**src/rtl/hazard_ctrl_pkg.sv**
```systemverilog
// Shared encodings for the pipeline hazard controller and its divider sequencer.
package pipe_ctrl_pkg;

    localparam logic [1:0] FWD_RF   = 2'b00;
    localparam logic [1:0] FWD_WB   = 2'b01;
    localparam logic [1:0] FWD_MEM  = 2'b10;
    localparam logic [1:0] RES_LOAD = 2'b01;

    typedef enum logic [1:0] {
        IDLE = 2'b00,
        RUN  = 2'b01,
        DONE = 2'b10
    } div_state_t;

    // M-stage result is newer than W-stage, so it wins; x0 is never forwarded.
    function automatic logic [1:0] fwd_sel(
        input logic [4:0] rs,
        input logic [4:0] rd_m,
        input logic       reg_write_m,
        input logic [4:0] rd_w,
        input logic       reg_write_w
    );
        logic [1:0] sel;
        sel = FWD_RF;
        if (reg_write_m && (rd_m != 5'd0) && (rd_m == rs))
            sel = FWD_MEM;
        else if (reg_write_w && (rd_w != 5'd0) && (rd_w == rs))
            sel = FWD_WB;
        return sel;
    endfunction

endpackage

```
**src/rtl/hazard_ctrl_div_sequencer.sv**
```systemverilog
// Iterative-divider sequencer: IDLE/RUN/DONE with a down-counter.
// Outputs are combinational from state and inputs so the start pulse lands in the request cycle.
module div_sequencer
    import pipe_ctrl_pkg::*;
#(
    parameter int DIV_LAT = 32
) (
    input  logic clk,
    input  logic rst_n,
    input  logic div_req_e,
    input  logic pc_src_e,
    output logic busy,
    output logic div_start,
    output logic div_accept
);

    localparam int CNT_BITS = (DIV_LAT > 2) ? $clog2(DIV_LAT) : 1;

    div_state_t          state_reg;
    logic [CNT_BITS-1:0] cnt_reg;

    // A redirecting branch kills the divide in E, so it must not start.
    always_comb begin
        busy       = rst_n && (state_reg == RUN);
        div_start  = rst_n && (state_reg == IDLE) && div_req_e && !pc_src_e;
        div_accept = rst_n && (state_reg == DONE);
    end

    always_ff @(posedge clk) begin
        if (!rst_n) begin
            state_reg <= IDLE;
            cnt_reg   <= '0;
        end else begin
            case (state_reg)
                IDLE: begin
                    if (div_req_e && !pc_src_e) begin
                        state_reg <= RUN;
                        cnt_reg   <= CNT_BITS'(DIV_LAT - 1);
                    end
                end
                RUN: begin
                    if (cnt_reg == '0)
                        state_reg <= DONE;
                    else
                        cnt_reg <= cnt_reg - 1'b1;
                end
                DONE:    state_reg <= IDLE;
                default: state_reg <= IDLE;
            endcase
        end
    end

endmodule

```
**src/rtl/hazard_ctrl.sv**
```systemverilog
// Hazard controller for the 5-stage RV32 core: forwarding, load-use stall, branch flush, divider freeze.
// Define HAZARD_PERF_CNT_EN to add saturating stall_cycles / flush_count performance counters.
module hazard_ctrl
    import pipe_ctrl_pkg::*;
#(
    parameter int DIV_LAT = 32
`ifdef HAZARD_PERF_CNT_EN
    ,
    parameter int CNT_W   = 32
`endif
) (
    input  logic       clk,
    input  logic       rst_n,
    input  logic [4:0] rs1_d,
    input  logic [4:0] rs2_d,
    input  logic [4:0] rs1_e,
    input  logic [4:0] rs2_e,
    input  logic [4:0] rd_e,
    input  logic [4:0] rd_m,
    input  logic [4:0] rd_w,
    input  logic [1:0] res_src_e,
    input  logic       reg_write_m,
    input  logic       reg_write_w,
    input  logic       pc_src_e,
    input  logic       div_req_e,
    output logic [1:0] forward_a_e,
    output logic [1:0] forward_b_e,
    output logic       stall_f,
    output logic       stall_d,
    output logic       stall_e,
    output logic       flush_d,
    output logic       flush_e,
    output logic       flush_m,
    output logic       div_start,
    output logic       div_accept
`ifdef HAZARD_PERF_CNT_EN
    ,
    output logic [CNT_W-1:0] stall_cycles,
    output logic [CNT_W-1:0] flush_count
`endif
);

    logic [4:0] rs_e [2];
    logic [1:0] fwd  [2];
    logic       busy;
    logic       freeze;
    logic       lw_stall;

    assign rs_e[0] = rs1_e;
    assign rs_e[1] = rs2_e;

    generate
        for (genvar gi = 0; gi < 2; gi++) begin : g_fwd
            assign fwd[gi] = fwd_sel(rs_e[gi], rd_m, reg_write_m, rd_w, reg_write_w);
        end
    endgenerate

    assign forward_a_e = fwd[0];
    assign forward_b_e = fwd[1];

    div_sequencer #(
        .DIV_LAT (DIV_LAT)
    ) u_div_seq (
        .clk        (clk),
        .rst_n      (rst_n),
        .div_req_e  (div_req_e),
        .pc_src_e   (pc_src_e),
        .busy       (busy),
        .div_start  (div_start),
        .div_accept (div_accept)
    );

    assign lw_stall = (res_src_e == RES_LOAD) && (rd_e != 5'd0) &&
                      ((rd_e == rs1_d) || (rd_e == rs2_d));

    // The start cycle already counts toward divider latency, so it freezes like RUN.
    assign freeze = busy || div_start;

    always_comb begin
        stall_f = 1'b0;
        stall_d = 1'b0;
        stall_e = 1'b0;
        flush_d = 1'b1;
        flush_e = 1'b1;
        flush_m = 1'b1;
        if (rst_n) begin
            flush_m = freeze;
            if (freeze) begin
                stall_f = 1'b1;
                stall_d = 1'b1;
                stall_e = 1'b1;
                flush_d = 1'b0;
                flush_e = 1'b0;
            end else begin
                stall_f = lw_stall && !pc_src_e;
                stall_d = lw_stall && !pc_src_e;
                flush_d = pc_src_e;
                flush_e = lw_stall || pc_src_e;
            end
        end
    end

`ifdef HAZARD_PERF_CNT_EN
    logic [CNT_W-1:0] stall_cycles_reg;
    logic [CNT_W-1:0] flush_count_reg;

    always_ff @(posedge clk) begin
        if (!rst_n) begin
            stall_cycles_reg <= '0;
            flush_count_reg  <= '0;
        end else begin
            if (stall_f && !(&stall_cycles_reg))
                stall_cycles_reg <= stall_cycles_reg + 1'b1;
            if (flush_e && !(&flush_count_reg))
                flush_count_reg <= flush_count_reg + 1'b1;
        end
    end

    assign stall_cycles = stall_cycles_reg;
    assign flush_count  = flush_count_reg;
`endif

endmodule

```
**config.mk**
```make
export PLATFORM = sky130hd
export DESIGN_NAME = hazard_ctrl
export DESIGN_NICKNAME = d
export VERILOG_FILES = /design/src/rtl/hazard_ctrl_pkg.sv /design/src/rtl/hazard_ctrl_div_sequencer.sv /design/src/rtl/hazard_ctrl.sv
export SDC_FILE = /design/constraint.sdc
export NUM_CORES = 1
export LEC_CHECK = 0
export CORE_UTILIZATION = 38
export DETAILED_ROUTE_END_ITERATION = 8
export GPL_TIMING_DRIVEN = 0
export PLACE_DENSITY = 0.87
export SLEW_MARGIN = 20
export SYNTH_ARGS = -nofsm -noshare
export SYNTH_HDL_FRONTEND = slang
export SYNTH_SLANG_ARGS = --single-unit
export TNS_END_PERCENT = 50
```
**constraint.sdc**
```tcl
create_clock -name clk -period 4.1 [get_ports clk]
set_input_delay 0.41 -clock clk [delete_from_list [all_inputs] [get_ports clk]]
set_output_delay 0.41 -clock clk [all_outputs]
set_load 0.03 [all_outputs]
```
==> run metrics <==
GR Util met1=between 20% and 30%; warnings from Yosys=0; FP Rows=16; CTS tree=built; placed wire-length estimate=2060 um; skew final=~0.0019 ns; Max-cap violations=0; crit path cell chain=clkdlybuf4s50_1 -> xor2_1 -> nor3_1 -> a22oi_1 -> o41ai_1 -> buf_4 -> clkdlybuf4s50_1; number of synthesized register bits=7; Critical Path Sink=stall_f; GRT met3 Usage=between 4 and 5%; delay-heaviest family, CP=buffers and inverters; met2 usage=37.0%; Clock Latency Late Sink=between 0.2 and 0.3 ns; Worst Setup End Kind=output pin; Tot Pwr=approximately 300 uW; post-CTS setup buffer count=0; logic depth of the worst path, buffers included=7; Seq/Total Area, Yosys=between 10% and 20%; die width=around 48 um; Routed WL=2300 um; Final Wtd Congestion=about 0.86; Crit Reg-Reg Endpoint=u_div_seq.cnt_reg[2]$_SDFFE_PN0P_; VDD IR max=~0.00012 V; pwr/cell area=between 200 and 250 nW/um2; Wirelength per Cell=around 13 um; CTS H-Tree Depth=1; r2r setup slk=~2.5 ns; f_max=313 MHz; CTS root buffer=clkbuf_4; Critical Path Source Type=input pin; Max Slew Vio Count=0; status=completed; fillers=160; Yosys top cell area share=between 20% and 30%; initial core utilization=about two fifths; min-delay src=u_div_seq.cnt_reg[1]$_SDFFE_PN0P_; antenna violations before repair=0; Commonest cells post-synth=xor2_1, dfxtp_1, xnor2_1; post-synthesis async set-or-reset flop share=0%; CTS Hold Bufs=0; Max FO, Critical Path=3; DIE AREA=between 2000 and 2500 um2; syn nets=about 140; post-CTS sizing=0; Crit Reg-Reg Startpoint=u_div_seq.cnt_reg[0]$_SDFFE_PN0P_; RSZ-0062 raised after global routing=false; global-route wire length before repair=approximately 3300 um; R2R depth=6; setup TNS=0 ns; synth unique cells=34; Core Box Area=1960 um2; final hold vios=0; Critical Path RT=approximately 3.7 ns; CP max stage cell=clkdlybuf4s50_1; LEAKAGE=~0.53 nW; DR DRC count=0; Clock Pin Slew Worst Setup and Hold Paths=around 0.05 ns; cell taking the most area after synthesis=xor2_1; worst-margin pin slew=0.490 ns; Post-synth EDFFs=0; IO Pins=55; shortest period the worst path allows=between 3 and 4 ns; Area Growth Syn to Fin=75.1%; clock sinks=7; largest net degree at the start of global routing=11; Mean Syn Cell Area=between 8 and 9 um2; Post-Synthesis Cell Area=approximately 800 um2; post-placement cell area=approximately 1400 um2; input/output buffers=54; Min-Delay Path Class=flop to flop; GRT overflow=0; Critical Path Source=rd_e[0]; clk buf depth=2; vias in the first global route=between 800 and 900; Die H=between 40 and 50 um; cell count after synthesis=99; Starting DRT DRC Count=6; max reg flops=5; layer with the highest usage=met2; # setup viols final=0; Max-slew headroom=about two thirds; critical path arrival=2.79 ns; share of cells above drive strength 1=5.10%; most common cell in the netlist=xor2_1; dominant synthesized flop cell=dfxtp_1; routed vias/inst=5.20; Worst path max stage delay=approximately 0.67 ns; top cells by area, synth=xor2_1, dfxtp_1, xnor2_1; ANT cells=0; drt pass-1 iters=4; crit share post-route=slightly below 80%; Nets=about 200; post-route ant nets=0; Worst Setup Path Type=input pin to output pin; via count=approximately 960; CP most frequent cell=clkdlybuf4s50_1; Final Cell Area=between 1000 and 1500 um2; Num CTS Buffers=3; CP Buf/Inv Count=3; Total GRT Usage=about a fifth
## metrics by stage
step	std cells	worst slack (ns)	util, %	hold slack, ns
global placement	180	0.962	70.0	0.476
CTS	184	0.912	71.4	0.501
floorplan	99	1.37	-	0.464
finish	184	0.904	71.4	0.499
global route	184	0.835	71.4	0.534
detailed placement	180	0.910	70.0	0.487
## worst register-to-register path: cells and delay by family, from the launching register on
family / cells / cell delay (ns)
AOI/OAI and AO/OA: 1 / 0.10
buffers and inverters: 1 / 0.07
and+or+nand+nor: 2 / 0.66
DFF: 1 / 0.33
xor gates and xnor gates: 1 / 0.16
adders and majority gates: 1 / 0.19
## where the power goes
group          switching [mW]  internal, mW
clock                  0.0252        0.0371
sequential             0.0103        0.0773
combinational          0.0694        0.0827
total                   0.105         0.197
## worst min-delay path by stage
stage | endpoint | cells past startpoint
3_5_place_dp | u_div_seq.cnt_reg[1]$_SDFFE_PN0P_ | 1
6_report | u_div_seq.cnt_reg[1]$_SDFFE_PN0P_ | 1
4_1_cts | u_div_seq.cnt_reg[1]$_SDFFE_PN0P_ | 1
3_3_place_gp | u_div_seq.cnt_reg[1]$_SDFFE_PN0P_ | 1
2_1_floorplan | u_div_seq.cnt_reg[1]$_SDFFE_PN0P_ | 1
5_1_grt | u_div_seq.cnt_reg[1]$_SDFFE_PN0P_ | 1
## layer usage
| metal | wire length (um) | vias up |
|---|---|---|
| li1 | - | 476 |
| met1 | 929 | 436 |
| met2 | 1190 | 40 |
| met3 | 166 | 5 |
| met4 | 20 | 0 |
| met5 | 0 | - |
## layout by cell type (no fill, tap or decap), types with 2 or more instances in the layout
cell | Yosys | routed
a21oi_1 | 2 | 2
clkbuf_4 | 0 | 3
clkdlybuf4s50_1 | 0 | 54
dfxtp_1 | 7 | 7
inv_1 | 4 | 4
nand2_1 | 4 | 4
nand2b_1 | 2 | 2
nand3_1 | 4 | 4
nor2_1 | 4 | 4
nor2b_1 | 3 | 3
nor3_1 | 4 | 4
nor4_1 | 2 | 2
nor4_2 | 2 | 2
o21ai_0 | 5 | 5
or4_1 | 5 | 5
xnor2_1 | 6 | 6
xor2_1 | 26 | 26
## cells by family after synthesis
kind of cell	synth area share, %
AND/OR/NAND/NOR	28.3
XOR/XNOR	35.1
AO/OA/AOI/OAI	14.2
flip-flops	17.5
buffers and inverters	3.29
adder cells (fa/ha/maj)	1.56
## layout make-up
type	instances	area, um2	share of cell area (%)
tap	27	33.8	2.41
inverter	5	18.8	1.34
sequential	7	140	10.0
buffer	1	7.51	0.536
timing repair buffer	54	541	38.6
clock buffer	4	26.3	1.88
multi-input combinational	86	633	45.2
No activity file was read; power rests on OpenSTA's default activity.
